[src/rtl/servo_pkg.sv]
// Shared types, default timing constants and pulse-width helpers for servo channels.
// Kept channel-agnostic so a second (pan) servo can reuse clamp/slew unchanged.
package servo_pkg;

    typedef enum logic [1:0] {
        StIdle,
        StLoad,
        StHigh,
        StLow
    } servo_state_e;

    localparam int unsigned TICK_DIV_DEF  = 100;
    localparam int unsigned FRAME_US_DEF  = 20000;
    localparam int unsigned PULSE_MIN_DEF = 1000;
    localparam int unsigned PULSE_MAX_DEF = 2000;
    localparam int unsigned PULSE_CTR_DEF = 1500;
    localparam int unsigned SLEW_STEP_DEF = 20;

    localparam int unsigned US_W  = 11;
    localparam int unsigned CNT_W = 15;

    function automatic logic [US_W-1:0] clamp_us(
        input logic [US_W-1:0] val,
        input logic [US_W-1:0] lo,
        input logic [US_W-1:0] hi
    );
        if (val < lo) begin
            return lo;
        end
        if (val > hi) begin
            return hi;
        end
        return val;
    endfunction

    // One extra bit of headroom so cur+step never wraps; result re-clamped to the window.
    function automatic logic [US_W-1:0] slew_us(
        input logic [US_W-1:0] cur,
        input logic [US_W-1:0] tgt,
        input logic [US_W-1:0] step,
        input logic [US_W-1:0] lo,
        input logic [US_W-1:0] hi
    );
        logic [US_W:0] c;
        logic [US_W:0] t;
        logic [US_W:0] s;
        logic [US_W:0] r;
        c = {1'b0, cur};
        t = {1'b0, tgt};
        s = {1'b0, step};
        if (t > c + s) begin
            r = c + s;
        end else if (t + s < c) begin
            r = c - s;
        end else begin
            r = t;
        end
        if (r < {1'b0, lo}) begin
            r = {1'b0, lo};
        end else if (r > {1'b0, hi}) begin
            r = {1'b0, hi};
        end
        return r[US_W-1:0];
    endfunction

endpackage

[src/rtl/us_tick_gen.sv]
// Microsecond prescaler: emits a 1-clk tick every TICK_DIV clocks, restarted by clr.
module us_tick_gen #(
    parameter int unsigned TICK_DIV = 100
) (
    input  logic clk,
    input  logic rst,
    input  logic clr,
    output logic tick
);

    localparam int unsigned W = (TICK_DIV > 1) ? $clog2(TICK_DIV) : 1;
    localparam logic [W-1:0] LAST = W'(TICK_DIV - 1);

    logic [W-1:0] cnt_q;

    always_ff @(posedge clk) begin
        if (!rst) begin
            cnt_q <= '0;
        end else if (clr || (cnt_q == LAST)) begin
            cnt_q <= '0;
        end else begin
            cnt_q <= cnt_q + W'(1);
        end
    end

    assign tick = !clr && (cnt_q == LAST);

endmodule

[src/rtl/servo_pulse_sequencer.sv]
// Servo frame scheduler: clamps incoming samples, slew-limits once per frame in LOAD,
// then drives one PWM pulse of pulse_cur microseconds per FRAME_US frame.
module servo_pulse_sequencer
    import servo_pkg::*;
#(
    parameter int unsigned TICK_DIV  = TICK_DIV_DEF,
    parameter int unsigned FRAME_US  = FRAME_US_DEF,
    parameter int unsigned PULSE_MIN = PULSE_MIN_DEF,
    parameter int unsigned PULSE_MAX = PULSE_MAX_DEF,
    parameter int unsigned PULSE_CTR = PULSE_CTR_DEF,
    parameter int unsigned SLEW_STEP = SLEW_STEP_DEF
) (
    input  logic             clk,
    input  logic             rst,
    input  logic             enable,
    input  logic [US_W-1:0]  y_val_lim,
    input  logic             val_valid,
    output logic             servo_pwm,
    output logic             frame_start,
    output logic             sample_ack,
    output logic [US_W-1:0]  pulse_cur
);

    localparam logic [US_W-1:0]  P_MIN   = US_W'(PULSE_MIN);
    localparam logic [US_W-1:0]  P_MAX   = US_W'(PULSE_MAX);
    localparam logic [US_W-1:0]  P_CTR   = US_W'(PULSE_CTR);
    localparam logic [US_W-1:0]  P_STEP  = US_W'(SLEW_STEP);
    localparam logic [CNT_W-1:0] LAST_US = CNT_W'(FRAME_US - 1);

    servo_state_e     state_q;
    logic [CNT_W-1:0] us_q;
    logic [US_W-1:0]  target_q;
    logic [US_W-1:0]  pulse_q;
    logic             pwm_q;
    logic             fs_q;
    logic             ack_q;

    logic             tick;
    logic             tick_clr;
    logic [CNT_W-1:0] pulse_last;

    assign tick_clr   = (state_q == StIdle) || (state_q == StLoad);
    assign pulse_last = {{(CNT_W - US_W){1'b0}}, pulse_q} - CNT_W'(1);

    us_tick_gen #(
        .TICK_DIV(TICK_DIV)
    ) u_tick (
        .clk (clk),
        .rst (rst),
        .clr (tick_clr),
        .tick(tick)
    );

    always_ff @(posedge clk) begin
        if (!rst) begin
            state_q  <= StIdle;
            us_q     <= '0;
            target_q <= P_CTR;
            pulse_q  <= P_CTR;
            pwm_q    <= 1'b0;
            fs_q     <= 1'b0;
            ack_q    <= 1'b0;
        end else begin
            ack_q <= val_valid;
            fs_q  <= 1'b0;
            // Capture in every state; in LOAD the slew below still sees the old target.
            if (val_valid) begin
                target_q <= clamp_us(y_val_lim, P_MIN, P_MAX);
            end

            unique case (state_q)
                StIdle: begin
                    us_q  <= '0;
                    pwm_q <= 1'b0;
                    if (enable) begin
                        state_q <= StLoad;
                        fs_q    <= 1'b1;
                    end
                end
                StLoad: begin
                    pulse_q <= slew_us(pulse_q, target_q, P_STEP, P_MIN, P_MAX);
                    us_q    <= '0;
                    pwm_q   <= 1'b1;
                    state_q <= StHigh;
                end
                StHigh: begin
                    if (tick) begin
                        us_q <= us_q + CNT_W'(1);
                        if (us_q == pulse_last) begin
                            pwm_q   <= 1'b0;
                            state_q <= StLow;
                        end
                    end
                end
                StLow: begin
                    if (tick) begin
                        if (us_q == LAST_US) begin
                            // enable only matters at frame end, never truncating a frame.
                            us_q <= '0;
                            if (enable) begin
                                state_q <= StLoad;
                                fs_q    <= 1'b1;
                            end else begin
                                state_q <= StIdle;
                            end
                        end else begin
                            us_q <= us_q + CNT_W'(1);
                        end
                    end
                end
                default: begin
                    state_q <= StIdle;
                    pwm_q   <= 1'b0;
                end
            endcase
        end
    end

    assign servo_pwm   = pwm_q;
    assign frame_start = fs_q;
    assign sample_ack  = ack_q;
    assign pulse_cur   = pulse_q;

endmodule

[config.mk]
export PLATFORM = sky130hd
export DESIGN_NAME = servo_pulse_sequencer
export DESIGN_NICKNAME = d
export VERILOG_FILES = /design/src/rtl/servo_pkg.sv /design/src/rtl/us_tick_gen.sv /design/src/rtl/servo_pulse_sequencer.sv
export SDC_FILE = /design/constraint.sdc
export NUM_CORES = 1
export LEC_CHECK = 0
export ABC_AREA = 1
export CAP_MARGIN = 5
export CORE_UTILIZATION = 54
export CTS_CLUSTER_SIZE = 8
export DETAILED_ROUTE_END_ITERATION = 10
export GPL_TIMING_DRIVEN = 0
export PLACE_DENSITY = 0.75
export SLEW_MARGIN = 15
export SYNTH_ARGS = -nofsm -noshare
export SYNTH_HDL_FRONTEND = slang
export SYNTH_SLANG_ARGS = --single-unit
export TNS_END_PERCENT = 100
[constraint.sdc]
create_clock -name clk -period 3.15 [get_ports clk]
set_input_delay 0.4725 -clock clk [delete_from_list [all_inputs] [get_ports clk]]
set_output_delay 0.4725 -clock clk [all_outputs]
set_load 0.02 [all_outputs]
==> flow_metrics.py, run 1 <==
metrics = {
    "outcome": {
        "outcome": "finished, violations left",
        "violations": "setup timing",
    },
    "setup_path": {
        "cp_slowest_cell": "dfxtp_4",
        "crit_family": "simple AND/OR/NAND/NOR gates",
        "crit_chain": "ha_4, nor2_4, nor2_4, nand3_2, nor2_1, nand2_1, xor2_2, inv_2, ha_4, and3_4, nand2_4, inv_6, nand3_4, nand3_4, nand2_4, buf_6, nand2_2, nand4_1, nor2_2, nand3_2, nand2_4, nand2_4, o21ai_2, nand2_1",
        "cp_common_cell": "nand2_4",
        "crit_required_ps": 3350,
        "critPathKind": "flip-flop to flip-flop",
        "arrival_ps": 3360,
        "critPathLaunchType": "flip-flop",
        "worst_setup_path_end_kind": "flip-flop",
        "critPathMaxStageDelay_ps": 380,
        "cp_num_buf_inv": 3,
        "path_max_fanout": 6,
        "crit_cells": 24,
        "reg2reg_depth": 24,
    },
    "floorplan": {
        "chipHeight_um": 88.6,
        "die_x_um": 88.6,
        "start_util_pct": 55.9,
        "die-area_mm2": 0.00785,
        "rows": 31,
        "design.portCount": 29,
        "core_area_mm2": 0.00725,
    },
    "final_layout": {
        "drive_above_1_share_pct": 24.4,
        "post-route-util_pct": 72.5,
        "n_antenna_cell": 0,
        "synthToLayoutAreaGrowth_pct": 29.8,
        "fillCellCount": 555,
        "final_cell_mix": "nand2_1, inv_1, nor2_1",
        "register_area_mm2": 0.00101,
        "layout_commonest_cell": "nand2_1",
        "multiInputGateArea_mm2": 0.00302,
        "postLayoutCellArea_mm2": 0.00526,
        "nNetsFinal": 712,
    },
    "clocking": {
        "worstSkewPairLatency_ps": 310,
        "htreeDepth": 2,
        "cts_buffers": 5,
        "clk_pin_slew_ps": 100,
        "clock_path_buffers": 2,
        "tritoncts": "built",
        "cts_sinks": 49,
        "cts_root_buf": "clkbuf_8",
    },
    "grt": {
        "grt_pass1_vias": 3958,
        "grt_max_degree": 18,
        "antenna_found_initial": 0,
        "grt_overflow": 0,
        "track_usage_pct": 29.1,
        "grt_pass1_wl_mm": 17.8,
    },
    "synth": {
        "synth.mux.area_fraction_pct": 0,
        "synth_ff_type": "dfxtp_1",
        "synth_warnings": 0,
        "synth_area_mm2": 0.00405,
        "synthSimpleGateAreaFrac_pct": 35.5,
        "synth_edf_count": 0,
        "ys_seq_elements": 49,
        "synth_compound_area_share_pct": 12.6,
        "synth-xor-area-share_pct": 8.43,
        "async_reset_ff_share_pct": 0,
        "seq_area_frac_synth_pct": 24.2,
        "synthAdderAreaFrac_pct": 8.96,
        "syn_nets": 645,
        "synth_top_family_by_area": "simple AND/OR/NAND/NOR gates",
        "syn_avg_cell_area_um2": 6.74,
        "synth.distinct_cells": 44,
        "synthCells": 601,
    },
    "power": {
        "p_leak_nw": 2.28,
        "peakVddDrop_mv": 0.615,
        "finalPower_mw": 6.11,
        "power_density_mw_per_mm2": 1160,
    },
    "job": {
        "drv_cap": 0,
    },
    "timing": {
        "fin_tns_setup_ps": -2.11,
        "drv_slew": 0,
        "tightestPinTransition_ps": 680,
        "setup_slack_ps": -2.11,
        "timing_hold_violations_final": 0,
        "whs_ps": 456,
        "setup_viol": 1,
        "skew_ps": 7.85,
        "period_minus_slack_ps": 3150,
        "rsz0062_at_grt": "true",
        "max-slew-margin-rel_pct": 54.7,
        "max_freq_mhz": 317,
        "min_period_over_period_pct": 100,
    },
    "drt": {
        "first_pass_iters": 6,
        "vias": 4344,
        "first_iter_violations": 389,
        "drtAntennaViolNets": 0,
        "route.detailed.wl_per_inst_um": 15.6,
        "viasPerCell": 5.66,
        "wl_mm": 12.0,
        "drc": 0,
    },
    "place": {
        "gp_congestion": 0.937,
        "postPlaceCellArea_mm2": 0.00446,
        "detailedPlacementHpwl_mm": 7.94,
        "port-buffer-count": 28,
    },
    "min_path": {
        "holdPathStages": 1,
        "hold_path.class": "flip-flop to flip-flop",
    },
}
==> path summary, 6_finish.rpt <==
check / start / to / slack (ps)
setup / recovery: pulse_cur[3] / pulse_cur[6] / -2
hold / removal: u_tick.cnt_q[0] / u_tick.cnt_q[0] / 460
setup reg to reg: pulse_cur[3] / pulse_cur[6] / -2
hold reg to reg: u_tick.cnt_q[0] / u_tick.cnt_q[0] / 460
==> per-layer routing <==
metal | part of all wire (%) | wire (um) | global-route usage [%] | vias to the layer above
met3 | 6.5 | 777 | 5.69 | 66
li1 | - | - | - | 2096
met1 | 40 | 4780 | 35.2 | 1995
met4 | 4.2 | 506 | 13.5 | 0
met2 | 49 | 5890 | 49.7 | 187
met5 | 0 | 0 | 0 | -
==> power breakdown <==
part / internal (mW) / switching (mW)
Combinational: 1.97 / 2.91
Sequential: 0.729 / 0.108
Clock: 0.162 / 0.231
==> cell type report <==
cell class / count / share of cell area, %
tap: 99 / 2.36
clock inverter: 3 / 0.500
multi-input combinational: 454 / 57.4
timing repair buffer: 60 / 10.7
sequential: 49 / 19.2
buffer: 15 / 2.48
inverter: 83 / 6.16
clock buffer: 5 / 1.31
==> through the flow <==
step                      cells  setup WS (ps)
final                       768          -2.11
after global routing        768           -214
after CTS                   748           5.53
after detailed placement    728           -192
after global placement      728           -129
after floorplan             601            118
==> sequential cells by signal, summed over array words and instances (netlist names) <==
| name | flops |
|---|---|
| frame_start | 1 |
| pulse_cur | 11 |
| sample_ack | 1 |
| servo_pwm | 1 |
| state_q | 2 |
| target_q | 11 |
| u_tick.cnt_q | 7 |
| us_q | 15 |
==> Yosys cell counts, types with 2 or more instances <==
cell / number / area (um^2)
clkbuf_1: 5 / 18.8
buf_2: 2 / 10.0
o21ai_0: 23 / 115
ha_1: 29 / 363
buf_4: 4 / 30.0
nand2_2: 17 / 106
o22ai_1: 2 / 12.5
xor2_1: 30 / 263
nand2_4: 4 / 45.0
nor2_1: 59 / 221
inv_2: 6 / 22.5
a21oi_2: 2 / 17.5
inv_1: 73 / 274
nor3_2: 2 / 20.0
nand4_1: 12 / 75.1
nor3_1: 15 / 75.1
nor2_2: 5 / 31.3
nor4_1: 4 / 25.0
clkinv_1: 3 / 11.3
nand2_1: 122 / 458
o211ai_1: 9 / 67.6
dfxtp_1: 49 / 981
nand3_1: 41 / 205
nand3_2: 5 / 50.1
o21a_1: 3 / 22.5
xnor2_1: 9 / 78.8
buf_6: 4 / 45.0
nand3b_1: 4 / 30.0
o21ai_1: 6 / 30.0
a211oi_1: 3 / 22.5
a21oi_1: 36 / 180
==> cells by family after synthesis <==
| logic type | Yosys count |
|---|---|
| DFF | 49 |
| AOI/OAI and AO/OA | 89 |
| buffers and inverters | 98 |
| xor gates and xnor gates | 39 |
| adders and majority gates | 29 |
| and+or+nand+nor | 297 |
==> timing repair <==
action                                  in CTS  in global routing
hold endpoints to repair                     0                  0
endpoints found under the setup margin      10                 13
buffers inserted                            11                 18
gates resized for setup                     20                 89
hold buffers                                 0                  0
pin swaps                                   12                 45
gates cloned                                 1                  2
Power figures use the tool's default switching activity.
==> run 2, diff against run 1 <==
CELL_PAD_IN_SITES_DETAIL_PLACEMENT = 0   (was default)
CELL_PAD_IN_SITES_GLOBAL_PLACEMENT = 1   (was default)
CORE_UTILIZATION = 39   (was 54)
CTS_CLUSTER_SIZE = default   (was 8)
==> run 2 against run 1 <==
  * The flow now finishes without violations
  * Worst setup slack better by 15 ps
  * Critical path depth fell by 4
  * Highest routed layer unchanged
  * Sequential share of layout area is 0.47 points higher
  * Largest power group unchanged
  * Flip-flop and latch count is the same
  * Maximum frequency up 0.47%
  * Design area down 2.6%
  * Clock skew is 0.82 ps lower
  * Non-clock buffer count fell by 10
  * Register-to-register slack is essentially flat
  * Clock-buffer cell count up 2
  * Hold slack gained 5.9 ps
==> flow_metrics.py, run 2 (synthesis gave the netlist of run 1 again) <==
metrics = {
    "clocking": {
        "hold_buffers": 0,
        "worstSkewPairLatency_ps": 310,
        "tritoncts": "built",
        "cts_buffers": 5,
        "cts_root_buf": "clkbuf_8",
        "clk_pin_slew_ps": 90,
        "htreeDepth": 2,
        "cts_sinks": 49,
        "clock_path_buffers": 2,
    },
    "final_layout": {
        "post-route-util_pct": 51.7,
        "postLayoutCellArea_mm2": 0.00512,
        "drive_above_1_share_pct": 21.9,
        "fin_cells": 792,
        "n_antenna_cell": 0,
        "regMostFlops": "us_q",
        "nNetsFinal": 702,
        "layout_commonest_cell": "nand2_1",
        "largest_reg_flops": 15,
        "synthToLayoutAreaGrowth_pct": 26.4,
        "final_cell_mix": "nand2_1, inv_1, nor2_1",
    },
    "power": {
        "finalPower_mw": 5.73,
        "p_leak_nw": 2.22,
        "power_density_mw_per_mm2": 1120,
        "peakVddDrop_mv": 0.590,
    },
    "timing": {
        "tightestPinTransition_ps": 764,
        "min_period_over_period_pct": 99.6,
        "fin_tns_setup_ps": 0,
        "period_minus_slack_ps": 3140,
        "timing_hold_violations_final": 0,
        "whs_ps": 462,
        "max-slew-margin-rel_pct": 49.1,
        "drv_slew": 0,
        "setup_viol": 0,
        "skew_ps": 7.03,
        "max_freq_mhz": 319,
        "rsz0062_at_grt": "true",
        "setup_slack_ps": 12.5,
    },
    "drt": {
        "route.detailed.wl_per_inst_um": 14.8,
        "viasPerCell": 5.02,
        "first_pass_iters": 5,
        "drc": 0,
        "drtAntennaViolNets": 0,
        "wl_mm": 11.7,
        "vias": 3974,
        "first_iter_violations": 175,
    },
    "grt": {
        "antenna_found_initial": 0,
        "grt_max_degree": 15,
        "grt_pass1_vias": 3957,
        "grt_pass1_wl_mm": 19.4,
        "track_usage_pct": 22.4,
        "grt_overflow": 0,
    },
    "place": {
        "postPlaceCellArea_mm2": 0.00450,
        "pre_cts_ws_ps": -366,
        "gp_congestion": 0.828,
        "detailedPlacementHpwl_mm": 8.83,
        "port-buffer-count": 28,
        "dp_cells": 762,
    },
    "outcome": {
        "outcome": "finished, final reports clean",
    },
    "floorplan": {
        "die-area_mm2": 0.0108,
        "start_util_pct": 40.9,
        "core_area_mm2": 0.00991,
        "chipHeight_um": 104,
        "die_x_um": 104,
        "rows": 36,
        "design.portCount": 29,
    },
    "setup_path": {
        "crit_required_ps": 3360,
        "path_max_fanout": 8,
        "arrival_ps": 3350,
        "critPathLaunchType": "flip-flop",
        "critPathKind": "flip-flop to flip-flop",
        "worst_setup_path_end_kind": "flip-flop",
    },
    "job": {
        "drv_cap": 0,
    },
    "min_path": {
        "hold_path.class": "flip-flop to flip-flop",
    },
}
==> run 2: worst max-delay path, cell delays in order, from the launching register on <==
cell and delay (ps):
dfxtp_4 380, buf_4 170, inv_1 160, ha_4 320, inv_1 50, ha_1 310
a21oi_1 180, nand2_1 150, nand3_4 120, nand3_4 110, nand2_4 110, buf_6 130
nand2_1 60, nand2_2 110, nand2_1 80, nor2_2 110, nand3_2 110, nand2_4 110
nand2_2 60, o21ai_1 120, nand2_1 60
==> run 2: path summary, 6_finish.rpt <==
path / start / end / slack, ps / depth (start not counted)
worst min register to register: u_tick.cnt_q[0] / u_tick.cnt_q[0] / 460 / 1
worst min-delay path: u_tick.cnt_q[0] / u_tick.cnt_q[0] / 460 / 1
worst max-delay path: pulse_cur[2] / pulse_cur[8] / 10 / 20
worst max register to register: pulse_cur[2] / pulse_cur[8] / 10 / 20
==> run 2: power by group <==
| part | total [mW] | switching, mW | internal, mW |
|---|---|---|---|
| Sequential | 0.833 | 0.104 | 0.729 |
| Clock | 0.477 | 0.218 | 0.259 |
| Combinational | 4.42 | 2.65 | 1.77 |
==> run 2: timing repair <==
action | 4_1_cts | 5_1_grt
buffers inserted | 10 | 10
hold endpoints to repair | 0 | 0
setup endpoints to repair | 11 | 13
pin swaps | 8 | 32
cloned | 1 | 1
gates resized for setup | 24 | 60
==> run 2: layout make-up <==
class	count	area, um^2
tap	133	166
buffer	15	121
clock buffer	7	86.3
inverter	83	317
fill	1011	4790
clock inverter	1	30.0
sequential	49	1000
timing repair buffer	50	463
multi-input combinational	454	2930
==> run 2: routing by layer <==
metal  GRT usage [%]  part of all wire, %  up-vias
li1                -                    -     2073
met1            27.8                   45     1831
met2            39.4                   49       54
met3            3.38                  3.5       16
met4            7.55                  2.2        0
met5               0                    0        -
==> run 3, diff against run 2 <==
GPL_TIMING_DRIVEN = 1   (was 0)
==> run 3 against run 2 <==
  * Register-to-register slack hardly changed
  * Maximum frequency grew 0.31%
  * Die area unchanged
  * Highest routed layer unchanged
  * Critical path type unchanged
  * Critical path depth increased by 5
==> flow_metrics.py, run 3 (synthesis gave the netlist of run 1 again) <==
metrics = {
    "timing": {
        "min_period_over_period_pct": 99.3,
        "max_freq_mhz": 320,
        "period_minus_slack_ps": 3130,
        "timing_hold_violations_final": 0,
        "max-slew-margin-rel_pct": 68.1,
        "rsz0062_at_grt": "true",
        "skew_ps": 5.72,
        "setup_viol": 0,
        "drv_slew": 0,
        "tightestPinTransition_ps": 477,
    },
    "setup_path": {
        "critPathLaunchType": "flip-flop",
        "cp_slowest_cell": "dfxtp_4",
        "critPathKind": "flip-flop to flip-flop",
        "cp_num_buf_inv": 4,
        "arrival_ps": 3330,
        "critPathMaxStageDelay_ps": 370,
        "crit_family": "simple AND/OR/NAND/NOR gates",
        "crit_required_ps": 3350,
        "path_max_fanout": 7,
        "cp_common_cell": "nand2_4",
        "worst_setup_path_end_kind": "flip-flop",
    },
    "drt": {
        "route.detailed.wl_per_inst_um": 14.6,
        "vias": 4118,
        "drc": 0,
        "drtAntennaViolNets": 0,
        "first_iter_violations": 157,
        "viasPerCell": 5.06,
        "first_pass_iters": 5,
        "wl_mm": 11.9,
    },
    "floorplan": {
        "chipHeight_um": 104,
        "design.portCount": 29,
        "rows": 36,
        "start_util_pct": 40.9,
        "core_area_mm2": 0.00991,
        "die_x_um": 104,
        "die-area_mm2": 0.0108,
    },
    "power": {
        "power_density_mw_per_mm2": 1120,
        "finalPower_mw": 5.91,
        "p_leak_nw": 2.37,
        "peakVddDrop_mv": 0.578,
    },
    "final_layout": {
        "post-route-util_pct": 53.4,
        "drive_above_1_share_pct": 23.9,
        "synthToLayoutAreaGrowth_pct": 30.6,
        "layout_commonest_cell": "nand2_1",
        "fillCellCount": 1017,
        "final_cell_mix": "nand2_1, inv_1, nor2_1",
        "n_antenna_cell": 0,
        "nNetsFinal": 724,
        "largest_reg_flops": 15,
        "regMostFlops": "us_q",
    },
    "clocking": {
        "clk_pin_slew_ps": 90,
        "cts_root_buf": "clkbuf_8",
        "cts_sinks": 49,
        "worstSkewPairLatency_ps": 300,
        "htreeDepth": 2,
        "clock_path_buffers": 2,
        "cts_buffers": 5,
        "tritoncts": "built",
    },
    "outcome": {
        "outcome": "finished, final reports clean",
    },
    "job": {
        "drv_cap": 0,
    },
    "place": {
        "gp_congestion": 0.894,
        "detailedPlacementHpwl_mm": 8.85,
        "port-buffer-count": 28,
    },
    "grt": {
        "grt_overflow": 0,
        "grt_max_degree": 17,
        "grt_pass1_vias": 3783,
        "antenna_found_initial": 0,
        "track_usage_pct": 21.0,
        "grt_pass1_wl_mm": 18.5,
    },
    "min_path": {
        "hold_path.class": "flip-flop to flip-flop",
    },
}
[run 3: layout make-up]
type                    instances  area (um^2)  share of cell area, %
well taps                     133          166                   3.15
multi-input cells             456         2970                   56.1
flip-flops and latches         49          993                   18.8
repair buffers                 85          758                   14.3
inverters                      83          322                   6.08
clock inverters                 2         10.0                  0.189
clock buffers                   6         72.6                   1.37
[run 3: per-layer routing]
layer  global-route usage [%]  wire, um  vias to the layer above
li1                         -         -                     2116
met1                     26.8      5340                     1903
met2                     37.7      5880                       71
met3                     2.38       325                       28
met4                     4.90       337                        0
met5                        0         0                        -
[run 3: worst reg2reg max path, cell delays in order, from the launching register on]
cell     delay, ps
dfxtp_4        370
ha_4           150
nor2_4          40
nor2_4         110
nand3_2         70
nor2_1         110
nand2_1         80
xor2_2         170
inv_2           60
ha_4           260
and3_4         190
nand2_4         60
inv_6           90
nand3_4         70
nand3_4        130
nand2_8         80
buf_6          140
buf_6          120
nand2_4         50
nand4_1         70
nor2_1         130
nand3_2        100
nand2_4        130
nand2_4         70
o21ai_2        120
nand2_1         60
[run 3: final timing paths]
path	from	end	slack, ps	cells after the start
max	pulse_cur[3]	pulse_cur[6]	20	25
min	u_tick.cnt_q[0]	u_tick.cnt_q[0]	460	1
max reg2reg	pulse_cur[3]	pulse_cur[6]	20	25
min reg2reg	u_tick.cnt_q[0]	u_tick.cnt_q[0]	460	1
[run 3: stage by stage]
| stage | setup slack [ps] | std cells | setup TNS, ps | instance area [um^2] | hold WS [ps] |
|---|---|---|---|---|---|
| detailed placement | -77.2 | 779 | -564 | 4650 | 441 |
| global route | -179 | 814 | -1430 | 5290 | 491 |
| global placement | -77.7 | 779 | -525 | 4650 | 431 |
| floorplan | 118 | 601 | 0 | 4050 | 418 |
| CTS | 0.299 | 787 | 0 | 4740 | 464 |
| finish | 22.2 | 814 | 0 | 5290 | 457 |
[run 3: what timing repair did]
action | 4_1_cts | 5_1_grt
buffers inserted | 0 | 25
hold buffers | 0 | 0
gates resized for setup | 2 | 81
setup endpoints to repair | 10 | 11
pin swaps | 0 | 28
cloned | 0 | 2
hold endpoints to repair | 0 | 0
[run 3: power by group]
group	switching, mW	total [mW]	leakage (nW)	internal [mW]
Combinational	2.77	4.70	1.92	1.93
Sequential	0.114	0.838	0.400	0.724
Clock	0.213	0.367	0.0450	0.155
Total	3.10	5.91	2.37	2.81
